==> config.mk <==
export PLATFORM = sky130hd
export DESIGN_NAME = stopwatch_bcd4
export DESIGN_NICKNAME = d
export VERILOG_FILES = /design/src/rtl/stopwatch_bcd4.sv
export SDC_FILE = /design/constraint.sdc
export NUM_CORES = 1
export LEC_CHECK = 0
export BUFFER_PORTS_ARGS = -buffer_cell sky130_fd_sc_hd__buf_2
export CAP_MARGIN = 20
export CORE_MARGIN = 5
export CORE_UTILIZATION = 55
export CTS_BUF_LIST = sky130_fd_sc_hd__clkbuf_4 sky130_fd_sc_hd__clkbuf_8
export DETAILED_ROUTE_END_ITERATION = 6
export GPL_ROUTABILITY_DRIVEN = 0
export GPL_TIMING_DRIVEN = 0
export MAX_ROUTING_LAYER = met4
export PLACE_DENSITY = 0.78
export REMOVE_ABC_BUFFERS = 1
export SKIP_LAST_GASP = 1
export SLEW_MARGIN = 20
export SYNTH_ARGS = -nofsm -noshare
export SYNTH_HDL_FRONTEND = slang
export SYNTH_SLANG_ARGS = --single-unit
==> constraint.sdc <==
create_clock -name clk -period 2 [get_ports clk]
set_input_delay 0.3 -clock clk [delete_from_list [all_inputs] [get_ports clk]]
set_output_delay 0.3 -clock clk [all_outputs]
set_load 0.005 [all_outputs]
==> src/rtl/stopwatch_bcd4.sv <==
// stopwatch_bcd4: four-digit BCD stopwatch (SS.cc, 00.00-59.99) with debounced
// start/stop, lap and clear buttons, a centisecond prescaler and lap-hold display.

// Per-button front end: 2-flop synchronizer, debounce, one-cycle press pulse.
module stopwatch_btn #(
    parameter int DEBOUNCE_CYCLES = 1
) (
    input  logic clk,
    input  logic rst,
    input  logic din,
    output logic pulse
);
    localparam int CW = (DEBOUNCE_CYCLES > 1) ? $clog2(DEBOUNCE_CYCLES) : 1;
    localparam logic [CW-1:0] CNT_LAST = CW'(DEBOUNCE_CYCLES - 1);

    logic [1:0]    sync;
    logic          level;
    logic [CW-1:0] cnt;

    // Accept a new level only after it differs for DEBOUNCE_CYCLES straight clocks;
    // pulse only on the accepted 0->1 transition, releases are silent.
    always_ff @(posedge clk or negedge rst) begin
        if (!rst) begin
            sync  <= '0;
            level <= 1'b0;
            cnt   <= '0;
            pulse <= 1'b0;
        end else begin
            sync  <= {sync[0], din};
            pulse <= 1'b0;
            if (sync[1] == level) begin
                cnt <= '0;
            end else if (cnt == CNT_LAST) begin
                level <= ~level;
                cnt   <= '0;
                pulse <= ~level;
            end else begin
                cnt <= cnt + 1'b1;
            end
        end
    end
endmodule

module stopwatch_bcd4 #(
    parameter int CLK_HZ          = 100_000_000,
    parameter int TICK_HZ         = 100,
    parameter int DEBOUNCE_CYCLES = 1_000_000
) (
    input  logic        clk,
    input  logic        rst,
    input  logic        btn_ss,
    input  logic        btn_lap,
    input  logic        btn_clr,
    output logic [15:0] bits,
    output logic        running,
    output logic        lap_active,
    output logic        wrap
);
    localparam int NUM_BTN = 3;
    localparam int DIV     = CLK_HZ / TICK_HZ;
    localparam int PW      = $clog2(DIV);
    localparam logic [PW-1:0] DIV_LAST = PW'(DIV - 1);

    typedef enum logic [1:0] {ST_STOPPED, ST_RUN, ST_LAP, ST_LAP_STOP} state_t;

    state_t               state, state_nxt;
    logic [NUM_BTN-1:0]   btn_raw, act;
    logic                 act_ss, act_lap, act_clr;
    logic [PW-1:0]        presc;
    logic                 tick, roll, wrap_live, lap_latch;
    logic [3:0][3:0]      live, live_inc, hold;

    assign btn_raw = {btn_clr, btn_lap, btn_ss};
    assign act_ss  = act[0];
    assign act_lap = act[1];
    assign act_clr = act[2];

    for (genvar i = 0; i < NUM_BTN; i++) begin : g_btn
        stopwatch_btn #(.DEBOUNCE_CYCLES(DEBOUNCE_CYCLES)) u_btn (
            .clk   (clk),
            .rst   (rst),
            .din   (btn_raw[i]),
            .pulse (act[i])
        );
    end

    assign tick = running && (presc == DIV_LAST);

    // Ripple the BCD increment across all four digits in one cycle; roll marks 59.99 -> 00.00.
    always_comb begin
        live_inc = live;
        roll     = 1'b1;
        for (int i = 0; i < 4; i++) begin
            if (roll) begin
                if (live[i] == ((i == 3) ? 4'd5 : 4'd9)) begin
                    live_inc[i] = 4'd0;
                end else begin
                    live_inc[i] = live[i] + 4'd1;
                    roll        = 1'b0;
                end
            end
        end
    end

    // Next state: clear beats everything, start/stop beats lap.
    always_comb begin
        state_nxt = state;
        if (act_clr) begin
            state_nxt = ST_STOPPED;
        end else begin
            case (state)
                ST_STOPPED:  if (act_ss) state_nxt = ST_RUN;
                ST_RUN:      if (act_ss) state_nxt = ST_STOPPED;
                             else if (act_lap) state_nxt = ST_LAP;
                ST_LAP:      if (act_ss) state_nxt = ST_LAP_STOP;
                             else if (act_lap) state_nxt = ST_RUN;
                ST_LAP_STOP: if (act_ss) state_nxt = ST_LAP;
                             else if (act_lap) state_nxt = ST_STOPPED;
                default:     state_nxt = ST_STOPPED;
            endcase
        end
    end

    assign lap_latch = !act_clr && (state == ST_RUN) && !act_ss && act_lap;

    // FSM state with status flags registered from the next state.
    always_ff @(posedge clk or negedge rst) begin
        if (!rst) begin
            state      <= ST_STOPPED;
            running    <= 1'b0;
            lap_active <= 1'b0;
        end else begin
            state      <= state_nxt;
            running    <= (state_nxt == ST_RUN) || (state_nxt == ST_LAP);
            lap_active <= (state_nxt == ST_LAP) || (state_nxt == ST_LAP_STOP);
        end
    end

    // Time base and live count; a tick on the stop edge still lands, a tick on clear is dropped.
    always_ff @(posedge clk or negedge rst) begin
        if (!rst) begin
            presc     <= '0;
            live      <= '0;
            hold      <= '0;
            wrap_live <= 1'b0;
        end else if (act_clr) begin
            presc     <= '0;
            live      <= '0;
            hold      <= '0;
            wrap_live <= 1'b0;
        end else begin
            if (running) presc <= tick ? '0 : presc + 1'b1;
            if (tick) live <= live_inc;
            wrap_live <= tick && roll;
            if (lap_latch) hold <= live;
        end
    end

    // Display register; wrap is delayed alongside so it lines up with bits showing 00.00.
    always_ff @(posedge clk or negedge rst) begin
        if (!rst) begin
            bits <= '0;
            wrap <= 1'b0;
        end else begin
            bits <= lap_active ? hold : live;
            wrap <= wrap_live;
        end
    end
endmodule

Yosys cells after proc, flatten, opt, wreduce, memory -nomap -nowiden
Index checks and enable logic that the tools add are counted.
{"block": "word_totals", "reg_bits": 146, "in_bits": 5, "output_inout_bits": 19, "elab_cells": 124}
{"block": "op_classes", "add_sub_neg": 8, "n_reduce_logical": 22, "bitwise": 6, "eq_ne": 17, "muxes": 44}
{"operator": "$mux 20", "count": 9}
{"operator": "$add 20x1->20 const B", "count": 4}
{"operator": "$eq 20x20->1 const B", "count": 4}
{"operator": "$mux 16", "count": 5}
{"operator": "$mux 4", "count": 7}
{"operator": "$add 4x1->4 const B", "count": 4}
{"operator": "$mux 2", "count": 8}
{"operator": "$mux 1", "count": 14}
{"operator": "$eq 4x4->1 const B", "count": 3}
{"operator": "$reduce_and 2->1", "count": 6}
{"operator": "$reduce_bool 2->1", "count": 6}
{"operator": "$eq 2x2->1 const B", "count": 4}
{"operator": "$pmux 2 s4", "count": 1}
{"operator": "$not 1->1", "count": 6}
{"operator": "$logic_and 1x1->1", "count": 5}
{"operator": "$eq 2x1->1 const B", "count": 2}
{"operator": "$eq 4x3->1 const B", "count": 1}
{"operator": "$eq 1x1->1", "count": 3}
{"operator": "$logic_not 1->1", "count": 2}
{"operator": "$logic_not 2->1", "count": 1}
{"operator": "$logic_or 1x1->1", "count": 2}

Depth between registers and ports, before layout
{"block": "depth", "word_depth": 7, "ltp_mapped": 7, "mapped_depth_nobuf": 6}

Cells and area by module
From an unflattened synthesis, not the netlist that was laid out.
{"block": "hier_totals", "hier_cells": 701, "area_unflattened_um2": 6916.6}
{"module": "stopwatch_bcd4", "seq_area_each_um2": 1851.8, "instances": 1, "cells_each": 353, "area_per_inst_um2": 3508.4}
{"module": "stopwatch_btn", "seq_area_each_um2": 600.6, "instances": 3, "cells_each": 116, "area_per_inst_um2": 1136.1}

Worst setup path before layout
Ideal clock, no wire load.
{"block": "synth_path", "path_type": "flip-flop to flip-flop", "startpoint": "reg live[1] (netlist bit)", "endpoint": "reg live[15] (netlist bit)", "required_ns": 1.922, "arrival_ns": 1.916, "n_path_buf": 1, "path_slack_ns": 0.006, "path_stages_with_launch": 8, "period_less_slack_ns": 1.994, "setup_ns": 0.078, "cell_sequence": "dfrtp_1 > inv_1 > ha_1 > and3b_1 > buf_2 > nand4_1 > or4b_2 > a21oi_1"}
{"block": "synth_via", "elab_chain_len": 6}
{"element": "from (decl)", "line_no": "71", "rtl": "logic [3:0][3:0] live, live_inc, hold;"}
{"element": "from (signal assigned)", "line_no": "153", "rtl": "if (tick) live <= live_inc;"}
{"element": "$eq 4x4->1", "line_no": "95", "rtl": "if (live[i] == ((i == 3) ? 4'd5 : 4'd9)) begin"}
{"element": "$mux 1", "line_no": "95"}
{"element": "$mux 1 (2 in a row)", "line_no": "94", "rtl": "if (roll) begin"}
{"element": "$reduce_bool 2->1 (no source line)"}
{"element": "$reduce_and 2->1 (no source line)"}
No other way between the ends.
A chain may end at the register's enable or synchronous reset.

Final worst setup path
{"block": "layout_path", "startpoint": "reg presc[8]", "endpoint": "reg live[6] (netlist bit)"}
{"block": "layout_via", "elab_chain_len": 4}
{"element": "from (decl)", "line_no": "69", "rtl": "logic [PW-1:0] presc;"}
{"element": "from (signal assigned)", "line_no": "152", "rtl": "if (running) presc <= tick ? '0 : presc + 1'b1;"}
{"element": "$eq 20x20->1", "line_no": "87", "rtl": "assign tick = running && (presc == DIV_LAST);"}
{"element": "$logic_and 1x1->1", "line_no": "87"}
{"element": "$reduce_bool 2->1 (no source line)"}
{"element": "$reduce_and 2->1 (no source line)"}
No other way between the ends.

==> impl_metrics.ini <==
[cts]
cts_sinks = 146
worstSkewPairLatency_ns = 0.45
ctsLongestPathBuffers = 2
cts_buffers = 17
htreeDepth = 4
clk_pin_slew_ns = 0.07
cts_tree = yes
root_buffer = clkbuf_8

[setup_path]
endpoint = live[6]$_DFFE_PN0P_
path_class = register to register
cp_data_arrival_time_ns = 2.36
worstPathRequired_ns = 2.37
end_kind = register
startpoint_type = register
reg2reg_slack_ns = 0.002
startpoint = presc[8]$_DFFE_PN0P_
rr_endpoint = live[6]$_DFFE_PN0P_
timing.rr.start = presc[8]$_DFFE_PN0P_
path_max_fanout = 5
r2r_cells = 5

[pwr]
p_leak_uw = 0.003630
power.density_nw_per_um2 = 676.9
vdd_ir_drop_max_uv = 330.6

[place]
dp.cells = 863
dp_hpwl_mm = 8.859
io_buffers = 23
place_area_um2 = 7236
dpl_worst_slack_ns = -0.9529

[sta]
max_freq_mhz = 500.6
maxSlewViolCount = 0
finalCritPeriodShare_pct = 99.88
tightest_slew_ns = 0.7779
worst_slack_ns = 0.002486
whs_ns = 0.3419
timing.slew.headroom_pct = 48.14
hold_viol = 0
final-setup-viol-count = 0
fin_setup_tns_ns = 0
rsz0062_at_grt = yes
post-route-min-period_ns = 1.998
fin_skew_ns = 0.01271

[logic_synthesis]
synth_edf_count = 0
synth_flop_cell = dfrtp_1
synthTopCellsByArea = dfrtp_1 52%, a21oi_1 4.5%, xor2_1 3.6%
syn_area_um2 = 6969
yosys.area.top_type = dfrtp_1
synthCells = 697
yosys_warnings = 0
synth.distinct_cells = 42
synth_area_per_cell_um2 = 9.999
yosysSeqAreaShare_pct = 52.42
ys_ff_latch = 146
synth_top_area_share_pct = 52.42
synthArstFlopShare_pct = 100.0

[die]
die-width_um = 122.6
fp.dieH_um = 122.6
start_util_pct = 55.68
dieArea_um2 = 15020
core_area_um2 = 12520
rows = 41
pin_count = 24

[global_route]
grt_pass1_wl_mm = 25.35
grt_max_degree = 90
antenna_found_initial = 0
grt_pass1_vias = 5461
grt_overflow = 0
globalRouteTotalUtil_pct = 21.59

[hold_path]
hold_path.class = register to register
hp-start = wrap_live$_DFF_PN0_

[cells_and_area]
fin_cells = 950
nets = 784
antenna_cells = 0
finalInstanceArea_um2 = 8319
synthToLayoutAreaGrowth_pct = 19.37
drive_above_1_share_pct = 22.88

[status]
status = finished, final reports clean

[detailed_routing]
dr.first_iter.drc_count = 455
final_antenna_net_count = 0
dr.pass1.iters = 5
vias_per_cell = 5.893
drt_wl_total_mm = 15.23
drc = 0
routedWlPerCell_um = 16.03
vias = 5598

[flow_run]
max_cap_violations = 0
stage by stage:
| step | utilization (%) | total power [uW] |
|---|---|---|
| 4_1_cts | 64.05 | 5659 |
| 6_report | 66.46 | 5631 |
| 3_5_place_dp | 57.81 | 3170 |
| 3_3_place_gp | 57.29 | 3155 |
| 5_1_grt | 66.46 | 5831 |
| 2_1_floorplan | - | 3085 |
layout make-up:
cell class                      instances  area (um^2)
Fill cell                             948         4198
Sequential cell                       146         3671
Tap cell                              172        215.2
Multi-Input combinational cell        497         3303
Clock buffer                           23        316.6
Clock inverter                          9        125.1
Timing Repair Buffer                   78        594.3
Inverter                               25        93.84
routing by layer:
layer  part of all wire [%]  track usage [%]  vias to the layer above
met5                      0                -                        -
met4                    1.8            9.167                        0
met3                    4.6            4.793                       28
met2                     51            34.73                      173
met1                     43            26.46                     2760
li1                       -                -                     2637
synth_stat cells (2+ instances only):
cell type / n
dfrtp_1: 146
nand2_1: 67
a21oi_1: 63
nor2_1: 59
xor2_1: 29
nand4_1: 28
nand3_1: 26
o21ai_0: 26
inv_1: 25
o31ai_1: 25
clkbuf_1: 23
or4_1: 23
or3_1: 17
xnor2_1: 17
mux2_2: 15
nor3_1: 15
ha_1: 14
and2_1: 10
nor4_1: 9
and3_1: 7
and4_1: 7
buf_2: 7
and3b_1: 6
or4b_2: 5
a31oi_1: 3
nor4bb_1: 3
or2_2: 3
nand2b_1: 2
nand3b_1: 2
nor4b_1: 2
o31ai_4: 2
flip-flops by register name (all words and copies together) (netlist names):
name               flops
g_btn.u_btn.cnt       60
state                  2
lap_active             1
live                  16
hold                  16
g_btn.u_btn.level      3
presc                 20
wrap_live              1
wrap                   1
running                1
g_btn.u_btn.sync       6
bits                  16
g_btn.u_btn.pulse      3
critical path, cell delays in order, from the launching register on:
cell	delay (ns)
dfrtp_2	0.44
nor4_4	0.33
nand4_1	0.15
buf_6	0.16
or4b_2	0.66
a21oi_1	0.18
cell families after synthesis:
| kind of cell | synth area share (%) |
|---|---|
| adders and majority gates | 2.513 |
| xor gates and xnor gates | 5.781 |
| DFF | 52.42 |
| muxes | 2.424 |
| buffers and inverters | 3.196 |
| AOI/OAI and AO/OA | 10.65 |
| and+or+nand+nor | 23.02 |
how the worst min path moves through the flow:
stage / to / slack, ns / cells past startpoint
3_3_place_gp: g_btn[0].u_btn.sync[1]$_DFF_PN0_ / 0.34 / 0
5_1_grt: wrap$_DFF_PN0_ / 0.36 / 0
3_5_place_dp: bits[14]$_DFF_PN0_ / 0.25 / 1
2_1_floorplan: bits[0]$_DFF_PN0_ / 0.004 / 0
4_1_cts: wrap$_DFF_PN0_ / 0.34 / 0
6_report: wrap$_DFF_PN0_ / 0.34 / 0
what timing repair did:
action                     in CTS  in global routing
setup buffers                  28                 21
hold endpoints to repair       60                  0
hold buffers                    4                  0
setup endpoints to repair      81                 80
pin swaps                       6                 16
cloned                          1                  1
resized for setup              23                 35
where the power goes:
part           total [uW]  internal, uW  switching [uW]  leakage, uW
Combinational         145          47.2            97.7      0.00141
Clock                2500          1430            1070     0.000224
Sequential           2990          2970            16.6      0.00200
Total                5630          4440            1190      0.00363
cells in the final DEF (no fill, tap or decap), types with 12 or more instances in the layout:
cell type / instances
or3_1: 15
nand2_1: 66
buf_2: 22
inv_1: 22
clkbuf_8: 23
nand4_1: 29
a21oi_1: 59
nand3_1: 26
nor3_1: 12
o31ai_1: 24
mux2_2: 15
xor2_1: 29
or4_1: 18
buf_4: 44
nor2_1: 59
o21ai_0: 26
dfrtp_1: 134
xnor2_1: 17
Power figures use the tool's default switching activity.
